===== config.mk =====
export PLATFORM = sky130hd
export DESIGN_NAME = vram_port_arbiter_flat
export DESIGN_NICKNAME = d
export VERILOG_FILES = /design/src/rtl/vram_port_arbiter_if.sv /design/src/rtl/vram_port_arbiter.sv /design/src/flat_wrapper.sv
export SDC_FILE = /design/constraint.sdc
export NUM_CORES = 1
export LEC_CHECK = 0
export ABC_CLOCK_PERIOD_IN_PS = 2700
export CAP_MARGIN = 5
export CORE_MARGIN = 5
export CORE_UTILIZATION = 44
export CTS_CLUSTER_SIZE = 24
export DETAILED_ROUTE_END_ITERATION = 6
export PLACE_DENSITY_LB_ADDON = 0.2
export SKIP_LAST_GASP = 1
export SYNTH_ARGS = -nofsm -noshare
export SYNTH_HDL_FRONTEND = slang
export SYNTH_SLANG_ARGS = --single-unit

===== constraint.sdc =====
create_clock -name fst_clk -period 2.7 [get_ports fst_clk]
set_input_delay 0.405 -clock fst_clk [delete_from_list [all_inputs] [get_ports fst_clk]]
set_output_delay 0.405 -clock fst_clk [all_outputs]
set_load 0.05 [all_outputs]

===== src/rtl/vram_port_arbiter_if.sv =====
// vram_port_arbiter_if
//   Bundles every bus signal of the VRAM port arbiter so the arbiter and
//   its environment connect through one port.
//   Port groups:
//     cpu_*        6502-side strobe request, read return and busy flag
//     vid_*        VDU character-fetch valid/ack request and read return
//     mem_*        the single shared block-RAM port (registered outputs, mem_q back)
//     conflict_cnt saturating count of contended edges
//   Modports:
//     slave  - the arbiter
//     master - the requesters plus the RAM (environment side)
interface vram_port_arbiter_if #(
  parameter int ADDR_W = 15
) ();
  logic              cpu_req;
  logic              cpu_we;
  logic [ADDR_W-1:0] cpu_addr;
  logic [7:0]        cpu_wdata;
  logic [7:0]        cpu_rdata;
  logic              cpu_rvalid;
  logic              cpu_busy;

  logic              vid_req;
  logic [ADDR_W-1:0] vid_addr;
  logic              vid_ack;
  logic [7:0]        vid_rdata;
  logic              vid_rvalid;

  logic [ADDR_W-1:0] mem_addr;
  logic              mem_rden;
  logic              mem_wren;
  logic [7:0]        mem_wdata;
  logic [7:0]        mem_q;

  logic [15:0]       conflict_cnt;

  modport slave (
    input  cpu_req, cpu_we, cpu_addr, cpu_wdata,
    output cpu_rdata, cpu_rvalid, cpu_busy,
    input  vid_req, vid_addr,
    output vid_ack, vid_rdata, vid_rvalid,
    output mem_addr, mem_rden, mem_wren, mem_wdata,
    input  mem_q,
    output conflict_cnt
  );

  modport master (
    output cpu_req, cpu_we, cpu_addr, cpu_wdata,
    input  cpu_rdata, cpu_rvalid, cpu_busy,
    output vid_req, vid_addr,
    input  vid_ack, vid_rdata, vid_rvalid,
    input  mem_addr, mem_rden, mem_wren, mem_wdata,
    output mem_q,
    input  conflict_cnt
  );
endinterface


===== src/rtl/vram_port_arbiter.sv =====
// vram_port_arbiter
//   Shares one read/write block-RAM port between the 6502 bus (single-cycle
//   strobes) and the VDU character fetcher (valid/ack). The CPU has priority,
//   but video takes the port once it has been refused VID_MAX_WAIT times in a
//   row. A CPU strobe that loses is parked in a one-entry buffer and issued on
//   the very next cycle. Read data is steered back to its owner by a two-stage
//   tag pipeline matching the RAM's one-cycle read latency.
//   Ports:
//     fst_clk - system clock, rising edge
//     rst     - asynchronous active-high reset
//     bus     - vram_port_arbiter_if.slave (CPU, video, RAM and counter signals)
module vram_port_arbiter #(
  parameter int ADDR_W       = 15,
  parameter int VID_MAX_WAIT = 4
) (
  input logic                fst_clk,
  input logic                rst,
  vram_port_arbiter_if.slave bus
);

  typedef enum logic [1:0] {
    TAG_NONE = 2'd0,
    TAG_CPU  = 2'd1,
    TAG_VID  = 2'd2
  } tag_e;

  localparam logic [7:0] WAIT_MAX = 8'(VID_MAX_WAIT);

  logic              pend_valid_q, pend_valid_d;
  logic              pend_we_q, pend_we_d;
  logic [ADDR_W-1:0] pend_addr_q, pend_addr_d;
  logic [7:0]        pend_wdata_q, pend_wdata_d;

  logic [ADDR_W-1:0] mem_addr_q, mem_addr_d;
  logic              mem_rden_q, mem_rden_d;
  logic              mem_wren_q, mem_wren_d;
  logic [7:0]        mem_wdata_q, mem_wdata_d;

  tag_e              tag0_q, tag0_d;
  tag_e              tag1_q, tag1_d;

  logic [7:0]        cpu_rdata_q, cpu_rdata_d;
  logic              cpu_rvalid_q, cpu_rvalid_d;
  logic [7:0]        vid_rdata_q, vid_rdata_d;
  logic              vid_rvalid_q, vid_rvalid_d;

  logic [7:0]        vid_wait_q, vid_wait_d;
  logic [15:0]       conflict_cnt_q, conflict_cnt_d;

  logic              starve;
  logic              sel_pend, sel_vid, sel_cpu;

  always_comb begin
    starve   = (vid_wait_q == WAIT_MAX);
    sel_pend = 1'b0;
    sel_vid  = 1'b0;
    sel_cpu  = 1'b0;
    if (pend_valid_q)                 sel_pend = 1'b1;
    else if (bus.vid_req && starve)   sel_vid  = 1'b1;
    else if (bus.cpu_req)             sel_cpu  = 1'b1;
    else if (bus.vid_req)             sel_vid  = 1'b1;

    // A strobe that is not the direct winner must be parked. Because a parked
    // request always wins the next cycle, one entry is enough.
    pend_valid_d = bus.cpu_req && !sel_cpu;
    pend_we_d    = pend_we_q;
    pend_addr_d  = pend_addr_q;
    pend_wdata_d = pend_wdata_q;
    if (pend_valid_d) begin
      pend_we_d    = bus.cpu_we;
      pend_addr_d  = bus.cpu_addr;
      pend_wdata_d = bus.cpu_wdata;
    end

    // Idle cycles keep address/data so the RAM inputs stay quiet.
    mem_addr_d  = mem_addr_q;
    mem_wdata_d = mem_wdata_q;
    mem_rden_d  = 1'b0;
    mem_wren_d  = 1'b0;
    tag0_d      = TAG_NONE;
    if (sel_pend) begin
      mem_addr_d  = pend_addr_q;
      mem_wdata_d = pend_wdata_q;
      mem_wren_d  = pend_we_q;
      mem_rden_d  = !pend_we_q;
      tag0_d      = pend_we_q ? TAG_NONE : TAG_CPU;
    end else if (sel_cpu) begin
      mem_addr_d  = bus.cpu_addr;
      mem_wdata_d = bus.cpu_wdata;
      mem_wren_d  = bus.cpu_we;
      mem_rden_d  = !bus.cpu_we;
      tag0_d      = bus.cpu_we ? TAG_NONE : TAG_CPU;
    end else if (sel_vid) begin
      mem_addr_d  = bus.vid_addr;
      mem_rden_d  = 1'b1;
      tag0_d      = TAG_VID;
    end

    // tag1 lines up with mem_q: data sampled at the edge where tag1 names an owner.
    tag1_d       = tag0_q;
    cpu_rvalid_d = (tag1_q == TAG_CPU);
    vid_rvalid_d = (tag1_q == TAG_VID);
    cpu_rdata_d  = cpu_rvalid_d ? bus.mem_q : cpu_rdata_q;
    vid_rdata_d  = vid_rvalid_d ? bus.mem_q : vid_rdata_q;

    if (bus.vid_req && !sel_vid)
      vid_wait_d = starve ? vid_wait_q : vid_wait_q + 8'd1;
    else
      vid_wait_d = 8'd0;

    conflict_cnt_d = conflict_cnt_q;
    if ((bus.cpu_req || pend_valid_q) && bus.vid_req && (conflict_cnt_q != 16'hFFFF))
      conflict_cnt_d = conflict_cnt_q + 16'd1;
  end

  always_ff @(posedge fst_clk or posedge rst) begin
    if (rst) begin
      pend_valid_q   <= 1'b0;
      pend_we_q      <= 1'b0;
      pend_addr_q    <= '0;
      pend_wdata_q   <= 8'd0;
      mem_addr_q     <= '0;
      mem_rden_q     <= 1'b0;
      mem_wren_q     <= 1'b0;
      mem_wdata_q    <= 8'd0;
      tag0_q         <= TAG_NONE;
      tag1_q         <= TAG_NONE;
      cpu_rdata_q    <= 8'd0;
      cpu_rvalid_q   <= 1'b0;
      vid_rdata_q    <= 8'd0;
      vid_rvalid_q   <= 1'b0;
      vid_wait_q     <= 8'd0;
      conflict_cnt_q <= 16'd0;
    end else begin
      pend_valid_q   <= pend_valid_d;
      pend_we_q      <= pend_we_d;
      pend_addr_q    <= pend_addr_d;
      pend_wdata_q   <= pend_wdata_d;
      mem_addr_q     <= mem_addr_d;
      mem_rden_q     <= mem_rden_d;
      mem_wren_q     <= mem_wren_d;
      mem_wdata_q    <= mem_wdata_d;
      tag0_q         <= tag0_d;
      tag1_q         <= tag1_d;
      cpu_rdata_q    <= cpu_rdata_d;
      cpu_rvalid_q   <= cpu_rvalid_d;
      vid_rdata_q    <= vid_rdata_d;
      vid_rvalid_q   <= vid_rvalid_d;
      vid_wait_q     <= vid_wait_d;
      conflict_cnt_q <= conflict_cnt_d;
    end
  end

  assign bus.vid_ack      = sel_vid;
  assign bus.cpu_busy     = pend_valid_q;
  assign bus.cpu_rdata    = cpu_rdata_q;
  assign bus.cpu_rvalid   = cpu_rvalid_q;
  assign bus.vid_rdata    = vid_rdata_q;
  assign bus.vid_rvalid   = vid_rvalid_q;
  assign bus.mem_addr     = mem_addr_q;
  assign bus.mem_rden     = mem_rden_q;
  assign bus.mem_wren     = mem_wren_q;
  assign bus.mem_wdata    = mem_wdata_q;
  assign bus.conflict_cnt = conflict_cnt_q;

endmodule


===== src/flat_wrapper.sv =====
// flat-port wrapper written by rule: the top's interface ports become plain ports
module vram_port_arbiter_flat 
#(
  parameter int ADDR_W       = 15,
  parameter int VID_MAX_WAIT = 4
)
  (fst_clk, rst, bus_cpu_req, bus_cpu_we, bus_cpu_addr, bus_cpu_wdata, bus_cpu_rdata, bus_cpu_rvalid, bus_cpu_busy, bus_vid_req, bus_vid_addr, bus_vid_ack, bus_vid_rdata, bus_vid_rvalid, bus_mem_addr, bus_mem_rden, bus_mem_wren, bus_mem_wdata, bus_mem_q, bus_conflict_cnt);
  vram_port_arbiter_if #(.ADDR_W(ADDR_W)) bus_i ();
  input logic fst_clk;
  input logic rst;
  input wire logic [$bits(bus_i.cpu_req)-1:0] bus_cpu_req;
  input wire logic [$bits(bus_i.cpu_we)-1:0] bus_cpu_we;
  input wire logic [$bits(bus_i.cpu_addr)-1:0] bus_cpu_addr;
  input wire logic [$bits(bus_i.cpu_wdata)-1:0] bus_cpu_wdata;
  output wire logic [$bits(bus_i.cpu_rdata)-1:0] bus_cpu_rdata;
  output wire logic [$bits(bus_i.cpu_rvalid)-1:0] bus_cpu_rvalid;
  output wire logic [$bits(bus_i.cpu_busy)-1:0] bus_cpu_busy;
  input wire logic [$bits(bus_i.vid_req)-1:0] bus_vid_req;
  input wire logic [$bits(bus_i.vid_addr)-1:0] bus_vid_addr;
  output wire logic [$bits(bus_i.vid_ack)-1:0] bus_vid_ack;
  output wire logic [$bits(bus_i.vid_rdata)-1:0] bus_vid_rdata;
  output wire logic [$bits(bus_i.vid_rvalid)-1:0] bus_vid_rvalid;
  output wire logic [$bits(bus_i.mem_addr)-1:0] bus_mem_addr;
  output wire logic [$bits(bus_i.mem_rden)-1:0] bus_mem_rden;
  output wire logic [$bits(bus_i.mem_wren)-1:0] bus_mem_wren;
  output wire logic [$bits(bus_i.mem_wdata)-1:0] bus_mem_wdata;
  input wire logic [$bits(bus_i.mem_q)-1:0] bus_mem_q;
  output wire logic [$bits(bus_i.conflict_cnt)-1:0] bus_conflict_cnt;
  assign bus_i.cpu_req = bus_cpu_req;
  assign bus_i.cpu_we = bus_cpu_we;
  assign bus_i.cpu_addr = bus_cpu_addr;
  assign bus_i.cpu_wdata = bus_cpu_wdata;
  assign bus_cpu_rdata = bus_i.cpu_rdata;
  assign bus_cpu_rvalid = bus_i.cpu_rvalid;
  assign bus_cpu_busy = bus_i.cpu_busy;
  assign bus_i.vid_req = bus_vid_req;
  assign bus_i.vid_addr = bus_vid_addr;
  assign bus_vid_ack = bus_i.vid_ack;
  assign bus_vid_rdata = bus_i.vid_rdata;
  assign bus_vid_rvalid = bus_i.vid_rvalid;
  assign bus_mem_addr = bus_i.mem_addr;
  assign bus_mem_rden = bus_i.mem_rden;
  assign bus_mem_wren = bus_i.mem_wren;
  assign bus_mem_wdata = bus_i.mem_wdata;
  assign bus_i.mem_q = bus_mem_q;
  assign bus_conflict_cnt = bus_i.conflict_cnt;
  vram_port_arbiter #(.ADDR_W(ADDR_W), .VID_MAX_WAIT(VID_MAX_WAIT)) u_core (.fst_clk(fst_clk), .rst(rst), .bus(bus_i));
endmodule

==> results.txt <==
----------------------------------------------------
[Critical path]
  Critical Path Sink Type ... output port
  Type of the worst setup path ... reg2out
  Worst reg2reg path startpoint ... u_core.vid_wait_q[0]
  CP required ... around 2.3 ns
  Highest fanout seen on the critical path ... 7
  Worst Setup Start Kind ... flop
  WP data arrival ... ~2.0 ns
  Cells on worst reg2reg path ... 7
  R2r endpoint ... u_core.bus.mem_addr[13]
  Setup slack on the worst flop-to-flop path ... roughly 0.44 ns

[Power and ir drop]
  Pwr/cell area ... 667 nW/um2
  Total leakage power ... between 2 and 3 nW
  Net switching power figure ... 1.37 mW
  Share of power burned in registers ... ~45%
  Worst ir drop on vdd ... between 0.0004 and 0.0005 V
  Portion of total power attributed to combinational logic ... a little under a third
  Relative contribution of the clock network to total power ... 24.7%
  Internal cell power ... between 2 and 3 mW
  Switching power share of the total ... a little over a third

[Floorplanning]
  Standard-cell rows ... 36
  Effective utilization at floorplan ... a little under half
  Die area ... around 12000 um2
  Total I/O pin count ... 112
  Die extent in x ... about 110 um
  Area inside the core boundary ... just under 10000 um2
  Chip Height ... about 110 um

[Routing]
  Average detailed-routed wire length per instance ... around 16 um
  TritonRoute pass-1 iters ... 4
  Ratio of routed vias to standard cells ... roughly 5.2
  Routed wire length ... between 9 and 10 mm
  Via count ... 3175
  Detail Route Antenna Nets ... 0
  Detailed router's first-iteration violation count ... ~140
  Residual DRC ... 0

[Synthesis]
  Sequential element share of the synthesized area ... 54.4%
  Net count after synthesis ... 420
  Count of different cell masters after synthesis ... 45
  Post-synthesis async set-or-reset flop share ... 100%
  Count of flip-flops with a built-in enable after synthesis ... 0
  Top cells by area in the synthesized netlist ... dfrtp_1, mux2_2, o32a_1
  Proportion of netlist area held by the largest area contributor ... around 54%
  Dominant register cell in the synthesized netlist ... dfrtp_1
  Post-synthesis register bit count ... 96
  Synth Cell Area ... 4420 um2
  Cell type with the highest aggregate area in the netlist ... dfrtp_1
  Most used standard cells in the synthesized netlist ... dfrtp_1, mux2_2, nand2_1
  Mean Syn Cell Area ... around 12 um2
  Cell count after synthesis ... 366
  Most used standard cell by instance count after synthesis ... dfrtp_1
  Warning count from the yosys run ... 0

[Clocking]
  TritonCTS clock tree ... built
  Clock root buffer master ... clkbuf_8
  Post-CTS repair timing setup buffer count ... 0
  Clock transition at the registers of the reported paths ... approximately 0.090 ns
  Clock sink count ... 96
  Hold Buf Count CTS ... 0
  Worst skew pair latency ... 0.37 ns
  Max Root-Sink Buffers ... 2
  Gates resized, CTS repair ... 0
  Number of clock buffers inserted by TritonCTS ... 9
  Depth of the CTS H-tree ... 3

[Timing]
  Final count of negative-setup-slack endpoints ... 0
  Hold violation count in the final report ... 0
  Actual transition at the worst max-transition pin ... 0.928 ns
  Headroom to the max-slew limit ... roughly 38%
  Timing-limited maximum frequency ... roughly 0.41 GHz
  Total Negative Setup Slacks ... 0 ns
  Part of the cycle the worst path needs ... 90.5%
  Final period demand of the worst path ... approximately 2.4 ns
  Number of pins exceeding their max-slew limit in the final report ... 0
  Setup skew after layout ... between 0.009 and 0.01 ns
  RSZ-0062 raised after global routing ... no

[Layout]
  Finished Layout Cells ... between 600 and 700
  Diodes inserted ... 0
  Total number of nets in the final design ... ~530
  Proportion of layout cells with a drive suffix above 1 ... approximately 19%
  Area growth syn-to-layout ... 33.2%

[Placement]
  Routability cong. ... approximately 0.80
  Inst Count DP ... around 600
  Count of buffers from port buffering ... 111
  Post-detailed-placement half-perimeter wirelength ... a little under 7 mm

[Worst hold path]
  Hold path startpoint ... u_core.tag0_q[1]
  Instance count along the most critical hold path ... 0
  Type of the worst min-delay path ... reg2reg
  Worst Hold Path EP ... u_core.tag1_q[1]

[Global routing]
  Maximum number of pins on one net before global-route repair ... 56
  Initial antenna violation count ... 0
  Global-route wire length before repair ... 16.5 mm
  Overflow left after global routing ... 0
  Total routing resource utilization after global routing ... 17.7%
  Number of global-route vias before repair ... about 3400

[Run status]
  Status ... finished clean

[Run]
  # Max-Cap Violations ... 0

----------------------------------------------------
==> worst max-delay path by stage <==
stage,startpoint,to,slack (ns),depth (start not counted)
after floorplan,u_core.bus.cpu_busy,bus_vid_ack,0.40,4
after global placement,bus_vid_req,u_core.bus.conflict_cnt[13],0.37,5
after detailed placement,bus_vid_req,u_core.bus.conflict_cnt[13],0.31,5
after CTS,u_core.vid_wait_q[0],bus_vid_ack,0.21,6
after global routing,u_core.vid_wait_q[0],bus_vid_ack,0.10,6
final,u_core.vid_wait_q[0],bus_vid_ack,0.26,6
==> per-stage QoR <==
step	setup WS, ns	hold slack (ns)	utilization, %	power (mW)	instance area [um2]
3_5_place_dp	0.315	0.336	58.1	2.99	5680
2_1_floorplan	0.404	0.331	-	2.53	4430
3_3_place_gp	0.371	0.336	58.1	2.97	5680
6_report	0.255	0.357	60.2	3.92	5880
4_1_cts	0.207	0.360	60.2	3.98	5880
5_1_grt	0.102	0.374	60.2	4.11	5880
==> routing by layer <==
layer | global-route usage [%] | wire length [um]
met3 | 3.79 | 577
met4 | 7.92 | 165
met2 | 29.0 | 4940
met1 | 22.4 | 4280
met5 | 0 | 0
==> registers in the layout, indices dropped and copies added (netlist names), 2 cells and up <==
signal	flops
u_core.bus.conflict_cnt	16
u_core.bus.cpu_rdata	8
u_core.bus.mem_addr	15
u_core.bus.mem_wdata	8
u_core.bus.vid_rdata	8
u_core.pend_addr_q	15
u_core.pend_wdata_q	8
u_core.tag0_q	2
u_core.tag1_q	2
u_core.vid_wait_q	8
==> worst max-delay path, cell delays in order (launching register included) <==
cell and delay, ns:
dfrtp_1 0.46, inv_1 0.09, ha_1 0.16, and4bb_2 0.34, a21oi_1 0.15, nor3b_2 0.29, buf_12 0.18
==> kinds of logic (layout without fill, tap and decap cells) <==
logic type                 after synthesis  in the layout  share of synthesized area [%]
muxes                                   57             57                           14.5
AOI/OAI and AO/OA                       35             35                           7.25
adders and majority gates                3              3                          0.850
buffers and inverters                   29            143                           3.14
xor gates and xnor gates                18             18                           3.57
DFF                                     96             96                           54.4
and+or+nand+nor                        128            128                           16.3
==> layout by cell type (no fill, tap or decap), types with 3 or more instances in the layout <==
cell type / Yosys / routed
nor4_1: 4 / 4
clkinvlp_4: 0 / 3
nand2b_1: 3 / 3
ha_1: 3 / 3
a21boi_0: 3 / 3
nor3_1: 8 / 8
nor3b_1: 17 / 16
nand4_1: 5 / 5
a21oi_1: 3 / 3
nor2_1: 12 / 12
inv_1: 8 / 7
dfrtp_1: 96 / 95
buf_4: 3 / 8
o32a_1: 14 / 14
clkdlybuf4s50_1: 0 / 109
xor2_1: 16 / 16
mux2_2: 57 / 57
and3_1: 19 / 19
nand2_1: 36 / 36
clkbuf_8: 0 / 11
nand3_1: 12 / 12
==> power by group through the flow <==
stage                     combinational, mW  sequential, mW  clock [mW]
after floorplan                       0.276            2.26           0
after global placement                 1.19            1.78           0
after detailed placement               1.21            1.78           0
after CTS                              1.21            1.76        1.01
after global routing                   1.26            1.78        1.07
final                                  1.20            1.75       0.971
==> area by class of cell <==
| type | count | area (um2) |
|---|---|---|
| clock inverters | 5 | 55.1 |
| multi-input cells | 241 | 1880 |
| fillers | 824 | 3890 |
| repair buffers | 119 | 1190 |
| well taps | 133 | 166 |
| clock buffers | 11 | 151 |
| flip-flops and latches | 96 | 2400 |
| inverters | 8 | 33.8 |
Power figures use the tool's default switching activity.
